==> config.mk <==
export PLATFORM = sky130hd
export DESIGN_NAME = tick_gen
export DESIGN_NICKNAME = d
export VERILOG_FILES = /design/src/rtl/tick_gen_pkg.sv /design/src/rtl/tick_gen_ch.sv /design/src/rtl/tick_gen.sv
export SDC_FILE = /design/constraint.sdc
export NUM_CORES = 1
export LEC_CHECK = 0
export ABC_CLOCK_PERIOD_IN_PS = 14800
export CORE_ASPECT_RATIO = 0.75
export CORE_MARGIN = 4
export CORE_UTILIZATION = 48
export DETAILED_ROUTE_END_ITERATION = 10
export GPL_ROUTABILITY_DRIVEN = 0
export PLACE_DENSITY_LB_ADDON = 0.15
export REMOVE_ABC_BUFFERS = 1
export SYNTH_ARGS = -nofsm -noshare
export SYNTH_HDL_FRONTEND = slang
export SYNTH_SLANG_ARGS = --single-unit
export TNS_END_PERCENT = 100
==> constraint.sdc <==
create_clock -name clk_in -period 14.8 [get_ports clk_in]
set_clock_uncertainty 0.2 [all_clocks]
set_input_delay 2.96 -clock clk_in [delete_from_list [all_inputs] [get_ports clk_in]]
set_output_delay 2.96 -clock clk_in [all_outputs]
set_load 0.02 [all_outputs]
==> src/rtl/tick_gen_pkg.sv <==
// tick_gen_pkg: shared defaults and helpers for the tick generator
package tick_gen_pkg;
    localparam int DIV_W_DEF = 16;
    function automatic int ch_w(input int n);
        return n > 1 ? $clog2(n) : 1;
    endfunction
    function automatic logic [31:0] half_period(input logic [31:0] d);
        return (d >> 1) + {31'd0, d[0]};
    endfunction
endpackage

==> src/rtl/tick_gen_ch.sv <==
// tick_gen_ch: one divider channel with tick strobe and square-wave output
module tick_gen_ch
    import tick_gen_pkg::*;
#(
    parameter int DIV_W       = DIV_W_DEF,
    parameter int DEFAULT_DIV = 10
) (
    input  logic             clk,
    input  logic             rst,
    input  logic             en,
    input  logic             sync,
    input  logic             load_req,
    input  logic [DIV_W-1:0] load_div,
    output logic             take,
    output logic             tick,
    output logic             clk_out
);
    logic [DIV_W-1:0] div, cnt, div_nx, cnt_nx;
    logic idle, wrap, restart, clk_nx;
    always_comb begin
        idle    = div == '0;
        wrap    = en && !idle && cnt == div - 1'b1;
        restart = sync || idle || wrap;
        take    = load_req && restart;
        div_nx  = take ? load_div : div;
        cnt_nx  = restart ? '0 : en ? cnt + 1'b1 : cnt;
        clk_nx  = (en || restart) ? 32'(cnt_nx) < half_period(32'(div_nx)) : clk_out;
    end
    always_ff @(posedge clk) begin
        if (rst) begin
            div     <= DIV_W'(DEFAULT_DIV);
            cnt     <= '0;
            tick    <= 1'b0;
            clk_out <= DEFAULT_DIV != 0;
        end else begin
            div     <= div_nx;
            cnt     <= cnt_nx;
            tick    <= wrap && !sync;
            clk_out <= clk_nx;
        end
    end
endmodule

==> src/rtl/tick_gen.sv <==
// tick_gen: multi-channel programmable tick/clock divider with a one-deep load slot
module tick_gen
    import tick_gen_pkg::*;
#(
    parameter int NUM_CH      = 4,
    parameter int DIV_W       = DIV_W_DEF,
    parameter int DEFAULT_DIV = 10,
    localparam int CH_W       = ch_w(NUM_CH)
) (
    input  logic              clk_in,
    input  logic              rst,
    input  logic              en,
    input  logic              sync,
    input  logic              load_valid,
    input  logic [CH_W-1:0]   load_ch,
    input  logic [DIV_W-1:0]  load_div,
    output logic              load_ready,
    output logic [NUM_CH-1:0] tick,
    output logic [NUM_CH-1:0] clk_out
);
    logic              pend_valid, bad_ch;
    logic [CH_W-1:0]   pend_ch;
    logic [DIV_W-1:0]  pend_div;
    logic [NUM_CH-1:0] take;
    assign load_ready = !pend_valid;
    assign bad_ch     = int'(pend_ch) >= NUM_CH;
    always_ff @(posedge clk_in) begin
        if (rst) pend_valid <= 1'b0;
        else if (pend_valid) begin
            if (|take || bad_ch) pend_valid <= 1'b0;
        end else if (load_valid) begin
            pend_valid <= 1'b1;
            pend_ch    <= load_ch;
            pend_div   <= load_div;
        end
    end
    for (genvar i = 0; i < NUM_CH; i++) begin : g_ch
        tick_gen_ch #(.DIV_W(DIV_W), .DEFAULT_DIV(DEFAULT_DIV)) u_ch (
            .clk     (clk_in),
            .rst     (rst),
            .en      (en),
            .sync    (sync),
            .load_req(pend_valid && int'(pend_ch) == i),
            .load_div(pend_div),
            .take    (take[i]),
            .tick    (tick[i]),
            .clk_out (clk_out[i])
        );
    end
endmodule
==> results.md <==
- The dominant cell by count in the synthesized netlist is nor2_1.
- Of all nets on the critical path, the largest fanout is 42.
- The proportion of synthesized flip-flops having asynchronous set or reset is 0%.
- Prior to clock tree synthesis, the placed netlist has a worst setup slack of 5.95 ns.
- The area of the placeable core is 25100 um^2.
- Summed over all nets, the half-perimeter wirelength after detailed placement is 25500 um.
- Among all flip-flop cells after synthesis, the most frequent one is dfxtp_1.
- The DRC violation total after the first TritonRoute iteration is 976.
- The first-pass detailed-route iteration total is 7.
- The initial cell density of the core is 49.2%.
- The final total negative setup slack is 0 ns.
- The die span in y is 147 um.
- The mean instance size in the synthesized netlist is 7.74 um^2.
- The multi-input combinational cells in the finished layout cover a total of 8350 um^2.
- For this run, the top clock speed supported by timing is 0.117 GHz.
- The worst hold path begins at g_ch[2].u_ch.div[15]$_SDFF_PP0_.
- The number of levels in the clock H-tree is 4.
- The wire length per cell after detailed routing is 19.0 um.
- Setup repair after global routing left no endpoint under its margin.
- In this run the tightest slew margin relative to its limit is between 30% and 40%.
- The portion of synthesized cell area occupied by the leading cell type is about 22%.
- The path class of the tightest hold or removal check is reg -> reg.
- The synthesis-stage register bit count is 155.
- The arrival time at the worst endpoint is 8.65 ns.
- For flop-to-flop paths, the worst setup slack is 7.27 ns.
- The longest individual stage delay on the worst path is 0.92 ns.
- The minimum clock period is 8.52 ns.
- The launch point of the worst reg-to-reg path is g_ch[3].u_ch.div[0]$_SDFF_PP0_.
- The floorplan row count is 50.
- VDD sags by at most about 80 uV.
- The worst setup path is launched from an input pin.
- The signal on the critical path passes through buf_2 > buf_4 > nand4_1 > nor4_1 > and4_1 > a21bo_2 > and4b_2 > mux2_2 > ha_1 > ha_1 > and3_1 > nand4_1 > xor2_1 > nor2_1 > a21oi_1 > ha_1 > nand4_1 > nor2_1 > o2111ai_1 > o21ai_0 > nand2b_1 > a311o_1.
- For this run the aggregate overflow at the end of global routing stands at 0.
- The per-cell via count in the routed design is about 6.
- CTS placed an instance of clkbuf_16 at the clock tree root.
- The tree built by TritonCTS fans out to ~160 sinks.
- The reg-to-reg critical path endpoint is g_ch[3].u_ch.clk_out$_SDFFE_PP1P_.
- Buffers inserted to repair hold after CTS numbered 0.
- Entering global routing, the biggest net connects between 70 and 80 pins.
- For the worst setup path, the data required time is 14.93 ns.
- The number of enable-type register cells in the synthesized netlist is 18.
- During synthesis, Yosys emitted a total of 0 warnings.
- TritonCTS built the clock tree.
- After clock tree synthesis, the setup repair step added 0 buffers.
- In this run the power density over the cells is 76.0 nW/um^2.
- For this run, design rule violations remaining after detail routing come to 0.
- Pin placement for this block handled 32 I/O pins.
- The number of antenna diodes in the final layout is 0.
- Sorting the synthesized cells by how often they occur yields 196 x nor2_1, 147 x nand2_1, 137 x dfxtp_1, 112 x xnor2_1, 110 x xor2_1.
- The number of nets with antenna violations after routing is 0.
- The critical path capture point type is a flip-flop.
- The via count of the first global-routing pass came to 10000.
- The number of buffers created by CTS is 17.
- The count of placed standard cells in the final layout, fillers left out is 1871.
- Post-CTS repair changed the size of 0 cells.
- The flow ran to the end, and the final reports show no timing, DRC or antenna violations.
- On the critical path, the stage with the largest delay is an instance of and4b_2.
- The number of antenna violations at the first check in global routing is 0.
- After layout, the worst path uses between 50% and 60% of the clock period.
- Once routing completed, OpenROAD measured the worst setup slack at 6.28 ns.
- The number of placed instances, taps included, is between 1500 and 2000.
- For this design the static power due to leakage is 4.95 nW.
- dfxtp_1 takes more of the synthesized area than any other cell.
- Setup violations remaining at the end of the flow were counted as 0.
- The number of unique standard cell types used by synthesis is 78.
- The count of mapped cells out of synthesis is around 1600.
- In this run the horizontal extent of the chip is 193 um.
- Counting cells, the worst reg-to-reg path comes to 25.
- The path with the worst hold slack has its endpoint at g_ch[2].u_ch.div[15]$_SDFF_PP0_.
- The global routing usage summed across all routing layers is roughly a quarter.
- The maximum buffer depth of the clock tree is 2.
- After clock tree synthesis, the clock-pin slew on the worst setup and hold paths is 0.07 ns.
- The area used by sequential logic in the layout is 3280 um^2.
- The proportion of layout cells with a drive suffix above 1 is 5.54%.
- The count of input and output buffers is 31.
- Compared with the post-synthesis result, the final layout area differs by 6.41%.
- The final-report hold violation count is 0.
- The transition at the pin with the smallest max-transition slack is around 0.97 ns.
- The filler cells instantiated in the layout total 2483.
- In this run the cell area of the synthesized design comes to 12400 um^2.
- The kind of critical path is in -> reg.
- The net count of the finished layout is about 1600.
- The floorplan step defined a die boundary enclosing 28400 um^2.
- Ranked by total cell area, the synthesized netlist is headed by dfxtp_1 22%, xnor2_1 7.9%, xor2_1 7.8%.
- The via count is around 11000.
- Of the synthesized area, sequential elements account for 26.5%.
- Summed over all layers, the routed wires come to 35600 um.
- Max-cap violations in this run came to 0.
- Counting instances, the worst hold path has a depth of 2.
- The first global-routing pass estimated 56000 um of wire.
- The final max-slew violation count is 0.
- For the worst-skew pair, the clock arrives at the later sink with an insertion delay of 0.44 ns.
## worst max-delay path, delay by kind of cell
family	cells	cell delay [ns]
simple gates	10	2.51
compound gates	5	1.07
fa+ha+maj	3	1.06
buf+inv	2	0.50
mux	1	0.32
xor+xnor	1	0.17
## per-layer routing
| metal | part of all wire, % | routed length [um] | track usage [%] |
|---|---|---|---|
| met2 | 43 | 15200 | 36.2 |
| met1 | 48 | 17100 | 36.5 |
| met3 | 7.7 | 2740 | 4.75 |
| met5 | 0 | 0 | 0 |
| met4 | 1.4 | 501 | 5.77 |
## state kept, by name, indices dropped and copies added, names as in the netlist
name and flops:
g_ch.u_ch.cnt 64, g_ch.u_ch.div 64, pend_div 16, g_ch.u_ch.clk_out 4, g_ch.u_ch.tick 4, pend_ch 2, pend_valid 1
## final cells by class
class                      instances  share of cell area (%)
clock buffer                      17                    3.23
clock inverter                    15                    1.25
inverter                          32                   0.912
multi-input combinational       1270                    63.4
sequential                       155                    24.9
tap                              338                    3.21
timing repair buffer              44                    3.04
## cells in the final DEF, fill, tap and decap left out, types with 29 or more instances in the layout
master           synthesis  layout
ha_1                    76      76
o21ai_0                 47      47
clkdlybuf4s50_1          0      29
nor3_1                  77      77
xnor2_1                112     112
xor2_1                 110     110
nand2_1                147     147
nand3_1                 87      87
dfxtp_1                137     137
mux2i_1                 41      41
a21oi_1                 68      68
nand4_1                 40      40
inv_1                   32      32
nor2_1                 196     196
## report_power, final
| part | internal, mW | switching (mW) | leakage, nW |
|---|---|---|---|
| registers | 0.433 | 0.0193 | 1.27 |
| clock network | 0.252 | 0.203 | 0.285 |
| logic | 0.0371 | 0.0564 | 3.39 |
| total | 0.722 | 0.278 | 4.95 |
## worst max-delay path by stage
stage          start  depth (start not counted)                                 to  slack (ns)
5_1_grt           en                         24  g_ch[3].u_ch.clk_out$_SDFFE_PP1P_        5.70
4_1_cts           en                         22  g_ch[1].u_ch.clk_out$_SDFFE_PP1P_        6.37
6_report          en                         22  g_ch[1].u_ch.clk_out$_SDFFE_PP1P_        6.28
2_1_floorplan     en                         20  g_ch[2].u_ch.clk_out$_SDFFE_PP1P_        6.19
3_3_place_gp      en                         22  g_ch[1].u_ch.clk_out$_SDFFE_PP1P_        6.11
3_5_place_dp      en                         22  g_ch[1].u_ch.clk_out$_SDFFE_PP1P_        5.95
## cell families after synthesis
kind of cell	synth area share (%)
AO/OA/AOI/OAI	11.2
multiplexers	4.71
adder cells (fa/ha/maj)	7.69
XOR/XNOR	15.7
buffers and inverters	6.03
flip-flops	26.5
AND/OR/NAND/NOR	28.2
## per-stage QoR
step                area (um^2)  util, %  total power [mW]  hold slack (ns)
floorplan                 11700        -             0.510            0.292
global placement          12600     50.0             0.551            0.322
detailed placement        12600     50.0             0.553            0.341
CTS                       13200     52.3              1.00            0.357
global route              13200     52.3              1.03            0.378
finish                    13200     52.3              1.00            0.362
No activity file was read; power rests on OpenSTA's default activity.
